===== config.mk =====
export PLATFORM = sky130hd
export DESIGN_NAME = spw_slot_buffer_flat
export DESIGN_NICKNAME = d
export VERILOG_FILES = /design/src/rtl/spw_slot_buffer_if.sv /design/src/rtl/spw_slot_buffer.sv /design/src/flat_wrapper.sv
export SDC_FILE = /design/constraint.sdc
export NUM_CORES = 1
export LEC_CHECK = 0
export ABC_AREA = 1
export CORE_MARGIN = 3
export CORE_UTILIZATION = 35
export DETAILED_ROUTE_END_ITERATION = 12
export DONT_BUFFER_PORTS = 1
export GPL_ROUTABILITY_DRIVEN = 0
export PLACE_DENSITY = 0.47
export SLEW_MARGIN = 20
export SYNTH_ARGS = -nofsm -noshare
export SYNTH_HDL_FRONTEND = slang
export SYNTH_SLANG_ARGS = --single-unit

===== constraint.sdc =====
create_clock -name clk_i -period 8.25 [get_ports clk_i]
set_input_delay 0.825 -clock clk_i [delete_from_list [all_inputs] [get_ports clk_i]]
set_output_delay 0.825 -clock clk_i [all_outputs]
set_load 0.05 [all_outputs]

===== src/rtl/spw_slot_buffer_if.sv =====
// spw_slot_buffer_if: write/read/status bundle between ingress, arbiter and the slot buffer
interface spw_slot_buffer_if #(
    parameter int PTR_WIDTH  = 3,
    parameter int DATA_WIDTH = 128
);
    localparam int DEPTH = 2 ** PTR_WIDTH;
    logic                  flush_i;
    logic                  wr_valid_i;
    logic                  wr_ready_o;
    logic [DATA_WIDTH-1:0] wr_data_i;
    logic [PTR_WIDTH-1:0]  wr_ptr_o;
    logic                  rd_en_i;
    logic [PTR_WIDTH-1:0]  rd_ptr_i;
    logic                  rd_release_i;
    logic                  rd_valid_o;
    logic [DATA_WIDTH-1:0] rd_data_o;
    logic                  rd_err_o;
    logic [PTR_WIDTH:0]    count_o;
    logic                  full_o;
    logic                  empty_o;
    logic [DEPTH-1:0]      valid_vec_o;

    modport master (
        output flush_i, wr_valid_i, wr_data_i, rd_en_i, rd_ptr_i, rd_release_i,
        input  wr_ready_o, wr_ptr_o, rd_valid_o, rd_data_o, rd_err_o,
               count_o, full_o, empty_o, valid_vec_o
    );
    modport slave (
        input  flush_i, wr_valid_i, wr_data_i, rd_en_i, rd_ptr_i, rd_release_i,
        output wr_ready_o, wr_ptr_o, rd_valid_o, rd_data_o, rd_err_o,
               count_o, full_o, empty_o, valid_vec_o
    );
endinterface


===== src/rtl/spw_slot_buffer.sv =====
// spw_slot_buffer: lowest-free-slot allocating packet-word store with pointer-addressed reads
module spw_slot_buffer #(
    parameter int PTR_WIDTH  = 3,
    parameter int DATA_WIDTH = 128
) (
    input logic clk_i,
    input logic rst_i,
    spw_slot_buffer_if.slave bus
);
    localparam int DEPTH = 2 ** PTR_WIDTH;

    logic [DATA_WIDTH-1:0] mem_q [DEPTH];
    logic [DEPTH-1:0]      valid_q, valid_d;
    logic [PTR_WIDTH:0]    count_q, count_d;
    logic [PTR_WIDTH-1:0]  alloc;
    logic                  rd_valid_q, rd_err_q;
    logic [DATA_WIDTH-1:0] rd_data_q;
    logic                  full, wr_acc, rel_eff;

    // Downward scan so the lowest free index wins; 0 when nothing is free
    always_comb begin
        alloc = '0;
        for (int i = DEPTH - 1; i >= 0; i--)
            if (!valid_q[i]) alloc = PTR_WIDTH'(i);
    end

    assign full    = count_q == (PTR_WIDTH + 1)'(DEPTH);
    assign wr_acc  = bus.wr_valid_i && !full && !bus.flush_i;
    assign rel_eff = bus.rd_en_i && bus.rd_release_i && valid_q[bus.rd_ptr_i];

    // Released slot is valid and allocated slot is invalid, so the two never collide
    always_comb begin
        valid_d = valid_q;
        if (rel_eff) valid_d[bus.rd_ptr_i] = 1'b0;
        if (wr_acc) valid_d[alloc] = 1'b1;
        valid_d = bus.flush_i ? '0 : valid_d;
        count_d = bus.flush_i ? '0
                : count_q + (PTR_WIDTH + 1)'(wr_acc) - (PTR_WIDTH + 1)'(rel_eff);
    end

    always_ff @(posedge clk_i) begin
        if (rst_i) begin
            valid_q    <= '0;
            count_q    <= '0;
            rd_valid_q <= 1'b0;
            rd_err_q   <= 1'b0;
            rd_data_q  <= '0;
        end else begin
            valid_q    <= valid_d;
            count_q    <= count_d;
            rd_valid_q <= bus.rd_en_i;
            rd_err_q   <= bus.rd_en_i && !valid_q[bus.rd_ptr_i];
            if (bus.rd_en_i) rd_data_q <= mem_q[bus.rd_ptr_i];
        end
    end

    always_ff @(posedge clk_i)
        if (!rst_i && wr_acc) mem_q[alloc] <= bus.wr_data_i;

    assign bus.wr_ready_o  = !full && !bus.flush_i;
    assign bus.wr_ptr_o    = alloc;
    assign bus.rd_valid_o  = rd_valid_q;
    assign bus.rd_data_o   = rd_data_q;
    assign bus.rd_err_o    = rd_err_q;
    assign bus.count_o     = count_q;
    assign bus.full_o      = full;
    assign bus.empty_o     = count_q == '0;
    assign bus.valid_vec_o = valid_q;
endmodule


===== src/flat_wrapper.sv =====
// flat-port wrapper written by rule: the top's interface ports become plain ports
module spw_slot_buffer_flat 
#(
    parameter int PTR_WIDTH  = 3,
    parameter int DATA_WIDTH = 128
)
  (clk_i, rst_i, bus_flush_i, bus_wr_valid_i, bus_wr_data_i, bus_rd_en_i, bus_rd_ptr_i, bus_rd_release_i, bus_wr_ready_o, bus_wr_ptr_o, bus_rd_valid_o, bus_rd_data_o, bus_rd_err_o, bus_count_o, bus_full_o, bus_empty_o, bus_valid_vec_o);
  spw_slot_buffer_if #(.PTR_WIDTH(PTR_WIDTH), .DATA_WIDTH(DATA_WIDTH)) bus_i ();
  input logic clk_i;
  input logic rst_i;
  input wire logic [$bits(bus_i.flush_i)-1:0] bus_flush_i;
  input wire logic [$bits(bus_i.wr_valid_i)-1:0] bus_wr_valid_i;
  input wire logic [$bits(bus_i.wr_data_i)-1:0] bus_wr_data_i;
  input wire logic [$bits(bus_i.rd_en_i)-1:0] bus_rd_en_i;
  input wire logic [$bits(bus_i.rd_ptr_i)-1:0] bus_rd_ptr_i;
  input wire logic [$bits(bus_i.rd_release_i)-1:0] bus_rd_release_i;
  output wire logic [$bits(bus_i.wr_ready_o)-1:0] bus_wr_ready_o;
  output wire logic [$bits(bus_i.wr_ptr_o)-1:0] bus_wr_ptr_o;
  output wire logic [$bits(bus_i.rd_valid_o)-1:0] bus_rd_valid_o;
  output wire logic [$bits(bus_i.rd_data_o)-1:0] bus_rd_data_o;
  output wire logic [$bits(bus_i.rd_err_o)-1:0] bus_rd_err_o;
  output wire logic [$bits(bus_i.count_o)-1:0] bus_count_o;
  output wire logic [$bits(bus_i.full_o)-1:0] bus_full_o;
  output wire logic [$bits(bus_i.empty_o)-1:0] bus_empty_o;
  output wire logic [$bits(bus_i.valid_vec_o)-1:0] bus_valid_vec_o;
  assign bus_i.flush_i = bus_flush_i;
  assign bus_i.wr_valid_i = bus_wr_valid_i;
  assign bus_i.wr_data_i = bus_wr_data_i;
  assign bus_i.rd_en_i = bus_rd_en_i;
  assign bus_i.rd_ptr_i = bus_rd_ptr_i;
  assign bus_i.rd_release_i = bus_rd_release_i;
  assign bus_wr_ready_o = bus_i.wr_ready_o;
  assign bus_wr_ptr_o = bus_i.wr_ptr_o;
  assign bus_rd_valid_o = bus_i.rd_valid_o;
  assign bus_rd_data_o = bus_i.rd_data_o;
  assign bus_rd_err_o = bus_i.rd_err_o;
  assign bus_count_o = bus_i.count_o;
  assign bus_full_o = bus_i.full_o;
  assign bus_empty_o = bus_i.empty_o;
  assign bus_valid_vec_o = bus_i.valid_vec_o;
  spw_slot_buffer #(.PTR_WIDTH(PTR_WIDTH), .DATA_WIDTH(DATA_WIDTH)) u_core (.clk_i(clk_i), .rst_i(rst_i), .bus(bus_i));
endmodule

==> results of run 1 <==
## metal layers
layer	part of all wire, %	global-route usage (%)	vias up
li1	-	-	11900
met1	45	24.2	12300
met2	46	28.6	577
met3	6.9	5.07	140
met4	1.9	4.92	0
met5	0	0	-
## path summary, 6_finish.rpt
kind | start | endpoint | slack [ns] | cells past startpoint
worst max-delay path | u_core.bus.count_o[2] | u_core.mem_q[6][83] | 4.23 | 9
worst min-delay path | bus_wr_data_i[63] | u_core.mem_q[7][63] | 0.17 | 0
worst min register to register | u_core.mem_q[7][29] | u_core.bus.rd_data_o[29] | 0.55 | 4
worst max register to register | u_core.bus.count_o[2] | u_core.mem_q[6][83] | 4.23 | 9
## cell families (layout without fill, tap and decap cells)
group | after synthesis | in the layout | synth area share, %
compound gates | 304 | 304 | 3.99
xor+xnor | 1 | 1 | 0.0202
fa+ha+maj | 7 | 7 | 0.220
buf+inv | 333 | 457 | 3.20
flops | 1166 | 1166 | 77.6
other cells | 0 | 2 | 0
simple gates | 1621 | 1621 | 14.9
## cell usage after synthesis
master                      count
sky130_fd_sc_hd__a21oi_1      127
sky130_fd_sc_hd__a22oi_1       59
sky130_fd_sc_hd__a31oi_1        1
sky130_fd_sc_hd__buf_1         12
sky130_fd_sc_hd__buf_2         81
sky130_fd_sc_hd__buf_4          7
sky130_fd_sc_hd__buf_6          1
sky130_fd_sc_hd__clkbuf_1      52
sky130_fd_sc_hd__clkinv_1       1
sky130_fd_sc_hd__dfxtp_1      142
sky130_fd_sc_hd__edfxtp_1    1024
sky130_fd_sc_hd__fa_1           1
sky130_fd_sc_hd__ha_1           6
sky130_fd_sc_hd__inv_1        171
sky130_fd_sc_hd__inv_2          8
sky130_fd_sc_hd__nand2_1     1079
sky130_fd_sc_hd__nand2_2        1
sky130_fd_sc_hd__nand3_1      167
sky130_fd_sc_hd__nand3_2        2
sky130_fd_sc_hd__nand3b_1       2
sky130_fd_sc_hd__nand4_1       46
sky130_fd_sc_hd__nor2_1       312
sky130_fd_sc_hd__nor2_2         1
sky130_fd_sc_hd__nor3_1         8
sky130_fd_sc_hd__nor3_2         1
sky130_fd_sc_hd__nor3b_1        2
sky130_fd_sc_hd__o211ai_1       1
sky130_fd_sc_hd__o21ai_0       93
sky130_fd_sc_hd__o21bai_1       4
sky130_fd_sc_hd__o22ai_1       11
sky130_fd_sc_hd__o2bb2ai_1      6
sky130_fd_sc_hd__o31ai_1        2
sky130_fd_sc_hd__xnor2_1        1
## area by class of cell
cell class	instances	area [µm²]
Clock buffer	197	3760
Sequential cell	1166	33600
Antenna cell	2	5.00
Multi-Input combinational cell	1933	8360
Clock inverter	49	522
Timing Repair Buffer	31	283
Tap cell	1625	2030
Inverter	180	707
Fill cell	11500	72900
## power breakdown
group	total, µW	internal [µW]	switching [µW]
sequential	6710	6490	217
combinational	366	104	262
clock	5730	3350	2380
## state kept, by name (all words and copies together), names as in the netlist
| name | flops |
|---|---|
| u_core.bus.rd_err_o | 1 |
| u_core.bus.valid_vec_o | 8 |
| u_core.bus.rd_valid_o | 1 |
| u_core.bus.count_o | 4 |
| u_core.mem_q | 1024 |
| u_core.bus.rd_data_o | 128 |
## cells in the final DEF (no fill, tap or decap), types with 2 or more instances in the layout
master / synthesis / layout
sky130_fd_sc_hd__nand2_1: 1079 / 1079
sky130_fd_sc_hd__edfxtp_1: 1024 / 1024
sky130_fd_sc_hd__nor2_1: 312 / 304
sky130_fd_sc_hd__inv_1: 171 / 169
sky130_fd_sc_hd__nand3_1: 167 / 167
sky130_fd_sc_hd__dfxtp_1: 142 / 142
sky130_fd_sc_hd__clkbuf_16: 0 / 135
sky130_fd_sc_hd__a21oi_1: 127 / 127
sky130_fd_sc_hd__o21ai_0: 93 / 93
sky130_fd_sc_hd__a22oi_1: 59 / 59
sky130_fd_sc_hd__clkbuf_1: 52 / 47
sky130_fd_sc_hd__nand4_1: 46 / 46
sky130_fd_sc_hd__buf_4: 7 / 27
sky130_fd_sc_hd__clkinv_2: 0 / 17
sky130_fd_sc_hd__clkbuf_8: 0 / 15
sky130_fd_sc_hd__inv_6: 0 / 11
sky130_fd_sc_hd__o22ai_1: 11 / 11
sky130_fd_sc_hd__nor2_4: 0 / 8
sky130_fd_sc_hd__nor3_1: 8 / 8
sky130_fd_sc_hd__clkinv_1: 1 / 7
sky130_fd_sc_hd__o2bb2ai_1: 6 / 6
sky130_fd_sc_hd__ha_1: 6 / 6
sky130_fd_sc_hd__bufinv_16: 0 / 5
sky130_fd_sc_hd__o21bai_1: 4 / 4
sky130_fd_sc_hd__clkinv_4: 0 / 4
sky130_fd_sc_hd__clkinv_8: 0 / 4
sky130_fd_sc_hd__buf_12: 0 / 4
sky130_fd_sc_hd__inv_2: 8 / 3
sky130_fd_sc_hd__inv_16: 0 / 3
sky130_fd_sc_hd__clkinvlp_4: 0 / 3
sky130_fd_sc_hd__diode_2: 0 / 2
sky130_fd_sc_hd__inv_4: 0 / 2
sky130_fd_sc_hd__nand3_2: 2 / 2
sky130_fd_sc_hd__nand3b_1: 2 / 2
sky130_fd_sc_hd__o31ai_1: 2 / 2
## worst register-to-register path, stage by stage (launching register included)
cell	delay, ns
sky130_fd_sc_hd__dfxtp_1	0.63
sky130_fd_sc_hd__inv_1	0.16
sky130_fd_sc_hd__ha_1	0.23
sky130_fd_sc_hd__nand3_1	0.11
sky130_fd_sc_hd__nand3_1	0.19
sky130_fd_sc_hd__nor2_1	0.19
sky130_fd_sc_hd__nand2_1	0.13
sky130_fd_sc_hd__nor2_4	0.78
sky130_fd_sc_hd__buf_4	0.55
sky130_fd_sc_hd__buf_4	0.62
## stage by stage
step	hold slack, ns	util, %
after floorplan	0.507	-
after global placement	0.523	36.8
after detailed placement	0.532	36.8
after CTS	0.0915	40.3
after global routing	0.109	40.3
final	0.169	40.3
==> results.txt, run 1 <==
----------------------------------------------------
[Cells and area]
  Area added between synthesis and finish ... 13.9%
  Final std cells w/o fill ... 5183
  Final std cell area, no fill ... 0.0493 mm²
  Fraction of layout instances using a drive strength above 1 ... 6.97%
  Final net count ... 3590

[Critical path]
  Highest net fanout along the worst path ... 35
  Slowest-stage cell, CP ... sky130_fd_sc_hd__nor2_4
  Top delay family on crit path ... simple AND/OR/NAND/NOR gates
  Critical Path AT ... 4.39 ns
  Startpoint class of the critical path ... flip-flop
  Critical path class ... reg -> reg
  Critical path endpoint category ... flip-flop
  Critical Path, Cell by Cell ... inv_1 -> ha_1 -> nand3_1 -> nand3_1 -> nor2_1 -> nand2_1 -> nor2_4 -> buf_4 -> buf_4
  Delay of the slowest cell on the worst path ... 0.78 ns
  Worst Path Buf+Inv ... 3
  Required time worst endpoint ... 8.62 ns

[Power]
  Maximum VDD drop ... 0.197 mV
  Leak pwr ... 0.0177 µW
  Total Power Consumption ... 12800 µW
  Cell Pwr Density ... 260 mW/mm²

[Status]
  Result of the run ... complete, no violations

[Clock network]
  Setup Fix Bufs, Post-CTS ... 0
  Clock root buffer master ... sky130_fd_sc_hd__clkbuf_16
  Worst-skew pair later-pin latency ... 0.75 ns
  CTS Buffer Depth ... 3
  CTS tree ... built
  Clock-pin slew reported for the worst setup and hold paths after clock tree synthesis ... 0.06 ns
  Clk sinks ... 1166
  # hold bufs at CTS ... 0
  Number of levels the H-tree was split into ... 4
  Num CTS Buffers ... 134
  Post-cts gate resize count ... 0

[Die]
  Number of primary I/O pins ... 285
  Die Y ... 358 µm
  Floorplan die width ... 358 µm
  Standard-cell row count ... 128
  DIE AREA ... 0.128 mm²
  Core footprint ... 0.122 mm²
  Starting Density ... 35.4%

[Job]
  Max-cap violation count ... 0

[Drt]
  Number of iterations in the first detailed-routing pass ... 5
  Post-route ant nets ... 0
  Via density ... 4.80
  Routed wirelength normalized by instance count ... 22.3 µm
  Number of violations reported at the end of detailed-routing iteration 0 ... 1833
  Remaining design rule violation count ... 0
  Via count ... 24900
  Final wirelength ... 115000 µm

[Placement]
  Dpl cell area ... 0.0450 mm²
  Worst setup slack before clock tree synthesis ... 4.14 ns
  DPL Wire Length ... 56400 µm
  Port buffer count ... 0
  DP Cell Count ... 4935

[STA]
  Fin. Hold Viols ... 0
  Clock Skews ... 0.0369 ns
  Minimum clock period after layout ... 4.02 ns
  Worst Max-Slew Pin Slew ... 1.08 ns
  RSZ-0062 raised after global routing ... no
  Sum of negative setup slack ... 0 ns
  Headroom to the max-slew limit ... 28.2%
  Slew Limit Fails ... 0
  Final-report setup violation count ... 0
  Final setup slack of the worst path ... 4.23 ns
  Max Clk Rate ... 249 MHz
  Final period util ... 48.7%

[Global route]
  Initial antenna violation count ... 2
  Wire length of the first global-routing pass ... 168000 µm
  Via count of the first global-routing pass ... 24400
  Total global-route track usage ... 18.0%
  Largest net degree at the start of global routing ... 184
  Congestion Overflow GR ... 0

[Synth]
  Number of register bits inferred by synthesis ... 1166
  Cell types with the largest area share after synthesis ... sky130_fd_sc_hd__edfxtp_1, sky130_fd_sc_hd__nand2_1, sky130_fd_sc_hd__dfxtp_1, sky130_fd_sc_hd__nor2_1, sky130_fd_sc_hd__nand3_1
  Yosys cell types ... 33
  Syn nets ... 3576
  Most area-hungry cell type in the Yosys netlist ... sky130_fd_sc_hd__edfxtp_1
  Count of yosys warnings during synthesis ... 0
  Proportion of netlist area held by the largest area contributor ... 71.1%
  Cell count after synthesis ... 3432
  Mean Syn Cell Area ... 12.6 µm²
  Summed instance area of the synthesized netlist ... 0.0433 mm²
  Portion of the post-synthesis area used by sequential elements ... 77.6%

[Min path]
  Kind of path behind the tightest hold check ... in -> reg

----------------------------------------------------
Power figures use the tool's default switching activity.
==> run 2, diff against run 1 <==
--- a/config.mk
+++ b/config.mk
@@ -5,13 +5,13 @@
 export SDC_FILE = /design/constraint.sdc
 export NUM_CORES = 1
 export LEC_CHECK = 0
-export ABC_AREA = 1
+export ABC_AREA = 0
 export CORE_MARGIN = 3
 export CORE_UTILIZATION = 35
 export DETAILED_ROUTE_END_ITERATION = 12
 export DONT_BUFFER_PORTS = 1
 export GPL_ROUTABILITY_DRIVEN = 0
-export PLACE_DENSITY = 0.47
+export PLACE_DENSITY = 0.49
 export SLEW_MARGIN = 20
 export SYNTH_ARGS = -nofsm -noshare
 export SYNTH_HDL_FRONTEND = slang
==> constraint.sdc (replaced) <==
create_clock -name clk_i -period 3.5 [get_ports clk_i]
set_input_delay 0.35 -clock clk_i [delete_from_list [all_inputs] [get_ports clk_i]]
set_output_delay 0.35 -clock clk_i [all_outputs]
set_load 0.05 [all_outputs]
==> run 2 against run 1 <==
Hold slack lost 0.12 ns; sequential cell count stayed put; total power grew 140%; fmax up 28%; critical endpoint is now u_core.mem_q[3][121]; critical path depth is 2 lower; non-clock buffer count up 208; first-iteration DRC count increased by 5.5%; utilization rose by 1.5 points; design area rose by 5.4%.
==> results.txt, run 2 <==
----------------------------------------------------
[Critical path]
  Critical path endpoint category ... flip-flop
  Required time worst endpoint ... 3.90 ns
  Slowest-stage cell, CP ... sky130_fd_sc_hd__nor3_4
  Highest net fanout along the worst path ... 18
  Critical path class ... reg -> reg
  Delay of the slowest cell on the worst path ... 0.70 ns
  Critical Path, Cell by Cell ... inv_2 -> ha_2 -> nor3b_4 -> nor3b_4 -> nand4_1 -> nor3_4 -> buf_4
  Most frequent CP cell ... sky130_fd_sc_hd__nor3b_4
  Startpoint class of the critical path ... flip-flop
  R2R setup slack ... 0.36 ns
  Critical Path AT ... 3.54 ns

[Cells and area]
  Max reg flops ... 1024
  Number of inserted filler cells in the final layout ... 10900
  Final std cells w/o fill ... 4413
  Layout Utilization ... 41.8%
  Area added between synthesis and finish ... 18.3%
  Commonest non-fill, non-tap cells in the layout ... sky130_fd_sc_hd__edfxtp_1, sky130_fd_sc_hd__dlygate4sd3_1, sky130_fd_sc_hd__nor2_1
  Final std cell area, no fill ... 0.0519 mm²
  Fraction of layout instances using a drive strength above 1 ... 18.7%
  Register with the most flip-flops ... u_core.mem_q
  Most common cell after layout, fill and taps aside ... sky130_fd_sc_hd__edfxtp_1
  Final net count ... 2789

[Synth]
  Cell types with the largest area share after synthesis ... sky130_fd_sc_hd__edfxtp_1, sky130_fd_sc_hd__dfxtp_1, sky130_fd_sc_hd__mux4_2, sky130_fd_sc_hd__mux2_2, sky130_fd_sc_hd__mux2i_1
  Most frequent cell after synthesis ... sky130_fd_sc_hd__edfxtp_1
  Commonest register cell after synthesis ... sky130_fd_sc_hd__edfxtp_1
  Count of yosys warnings during synthesis ... 0
  Most common library cells after synthesis ... sky130_fd_sc_hd__edfxtp_1, sky130_fd_sc_hd__nor2_1, sky130_fd_sc_hd__dfxtp_1, sky130_fd_sc_hd__nand2_1, sky130_fd_sc_hd__mux2_2
  Number of register bits inferred by synthesis ... 1166
  Portion of the post-synthesis area used by sequential elements ... 76.5%
  Multiplexer area fraction after synthesis ... 9.08%
  Fraction of the mapped netlist area in adder cells ... 0.217%
  Complex-gate fraction of the synthesized area ... 8.24%
  Yosys cell types ... 66
  Most area-hungry cell type in the Yosys netlist ... sky130_fd_sc_hd__edfxtp_1
  Post-synth EDFFs ... 1024
  Summed instance area of the synthesized netlist ... 0.0439 mm²
  Proportion of netlist area held by the largest area contributor ... 70.1%
  Cell count after synthesis ... 2443
  Simple-gate area share of the yosys netlist ... 3.48%
  XOR/XNOR share of the synthesized area ... 0.0399%
  Post-synth ARST share ... 0%
  Mean Syn Cell Area ... 18.0 µm²
  Syn nets ... 2587
  Main combinational cell family by area after synthesis ... multiplexers

[Power]
  Relative contribution of the clock network to total power ... 43.4%
  Sequential group share of total power ... 52.3%
  Switch share ... 22.5%
  Total internal power ... 23500 µW
  Cell Pwr Density ... 584 mW/mm²
  Switching pwr ... 6810 µW
  Maximum VDD drop ... 0.498 mV
  Comb pwr share ... 4.4%
  Leak pwr ... 0.0166 µW

[Drt]
  Remaining design rule violation count ... 0
  Final wirelength ... 121000 µm
  Via count ... 23700
  Via density ... 5.37
  Routed wirelength normalized by instance count ... 27.3 µm
  Post-route ant nets ... 0
  Number of violations reported at the end of detailed-routing iteration 0 ... 1933
  Number of iterations in the first detailed-routing pass ... 7

[Clock network]
  Clock-pin slew reported for the worst setup and hold paths after clock tree synthesis ... 0.06 ns
  CTS tree ... built
  Number of levels the H-tree was split into ... 4
  Clk sinks ... 1166
  CTS Buffer Depth ... 3
  Post-cts gate resize count ... 0
  Clock root buffer master ... sky130_fd_sc_hd__clkbuf_16
  Worst-skew pair later-pin latency ... 0.75 ns
  Num CTS Buffers ... 130

[STA]
  Final-report setup violation count ... 0
  Final period util ... 89.7%
  Clock Skews ... 0.0320 ns
  Fin. Hold Viols ... 0
  RSZ-0062 raised after global routing ... no
  Sum of negative setup slack ... 0 ns
  Worst Max-Slew Pin Slew ... 1.05 ns
  Slew Limit Fails ... 0
  Max Clk Rate ... 319 MHz
  Headroom to the max-slew limit ... 29.5%
  Minimum clock period after layout ... 3.14 ns
  Final setup slack of the worst path ... 0.360 ns

[Global route]
  Wire length of the first global-routing pass ... 175000 µm
  Layer carrying the most global-route usage ... met2
  GR Util met1 ... 24.1%
  Largest net degree at the start of global routing ... 282
  Initial antenna violation count ... 31
  Congestion Overflow GR ... 0
  Met2 Resource Use GR ... 29.9%
  Total global-route track usage ... 18.4%
  Via count of the first global-routing pass ... 24300
  Met3 layer usage reported by global route ... 5.17%

[Die]
  DIE AREA ... 0.130 mm²
  Standard-cell row count ... 129
  Die Y ... 360 µm
  Number of primary I/O pins ... 285
  Floorplan die width ... 360 µm
  Core footprint ... 0.124 mm²
  Starting Density ... 35.4%

[Placement]
  Worst setup slack before clock tree synthesis ... 0.348 ns
  DPL Wire Length ... 66400 µm
  Dpl cell area ... 0.0459 mm²
  DP Cell Count ... 3972
  Port buffer count ... 0

[Job]
  Max-cap violation count ... 0

[Min path]
  Kind of path behind the tightest hold check ... in -> reg

[Status]
  Result of the run ... complete, no violations

----------------------------------------------------
[run 2: cell types whose count changed after synthesis, sizes merged, moves of 44 or more]
cell / previous run / this run
mux2i: 0 / 64
nor2: 313 / 173
nand4: 46 / 2
a311oi: 0 / 62
a221oi: 0 / 74
a21oi: 127 / 22
mux2: 0 / 113
mux4: 0 / 92
nand3: 169 / 15
nand2: 1080 / 118
inv: 179 / 13
[run 2: area by class of cell]
type	instances	area [µm²]	area share, %
multi-input combinational	1095	9410	18.1
inverter	13	60.1	0.116
sequential	1166	33600	64.7
antenna	23	57.6	0.111
clock inverter	64	515	0.993
tap	1637	2050	3.94
clock buffer	176	3610	6.95
timing repair buffer	239	2600	5.01
[run 2: power by group through the flow]
stage	logic, µW	registers [µW]	clock network (µW)
floorplan	857	16100	0
global placement	846	16100	0
detailed placement	852	16100	0
CTS	1340	15800	13500
global route	1440	15900	14100
finish	1330	15800	13100
[run 2: per-stage QoR]
step | hold WS, ns | power, µW
global placement | 0.448 | 17000
detailed placement | 0.445 | 17000
finish | 0.0530 | 30300
global route | 0.0111 | 31400
CTS | 0.000660 | 30700
floorplan | 0.429 | 16900
[run 2: worst paths after layout]
| check | cells after the start | end | startpoint |
|---|---|---|---|
| min reg2reg | 2 | u_core.bus.rd_data_o[52] | u_core.mem_q[3][52] |
| max | 7 | u_core.mem_q[3][121] | u_core.bus.count_o[2] |
| min | 2 | u_core.mem_q[4][65] | rst_i |
| max reg2reg | 7 | u_core.mem_q[3][121] | u_core.bus.count_o[2] |
[run 2: cell families (layout without fill, tap and decap cells)]
group                      after synthesis  count (layout)
DFF                                   1166            1166
AOI/OAI and AO/OA                      461             461
and+or+nand+nor                        356             356
muxes                                  269             269
buffers and inverters                  182             492
adders and majority gates                7               7
xor gates and xnor gates                 2               2
other                                    0              23
[run 2: timing repair]
item	4_1_cts	5_1_grt
setup endpoints to repair	0	0
setup buffers	0	0
hold buffers	178	0
endpoints found under the hold margin	1187	0
[run 2: layer usage]
layer  share of wire, %  vias up  routed length (µm)
met4                2.3       12                2730
met3                7.1      184                8600
met5              0.056        -                  67
met2                 48      685               58400
met1                 42    12500               50800
li1                   -    10400                   -
[run 2: critical path: cells and delay by family, from the launching register on]
family,cells,cell delay [ns]
flops,1,0.44
fa+ha+maj,1,0.18
simple gates,4,1.67
buf+inv,2,0.49
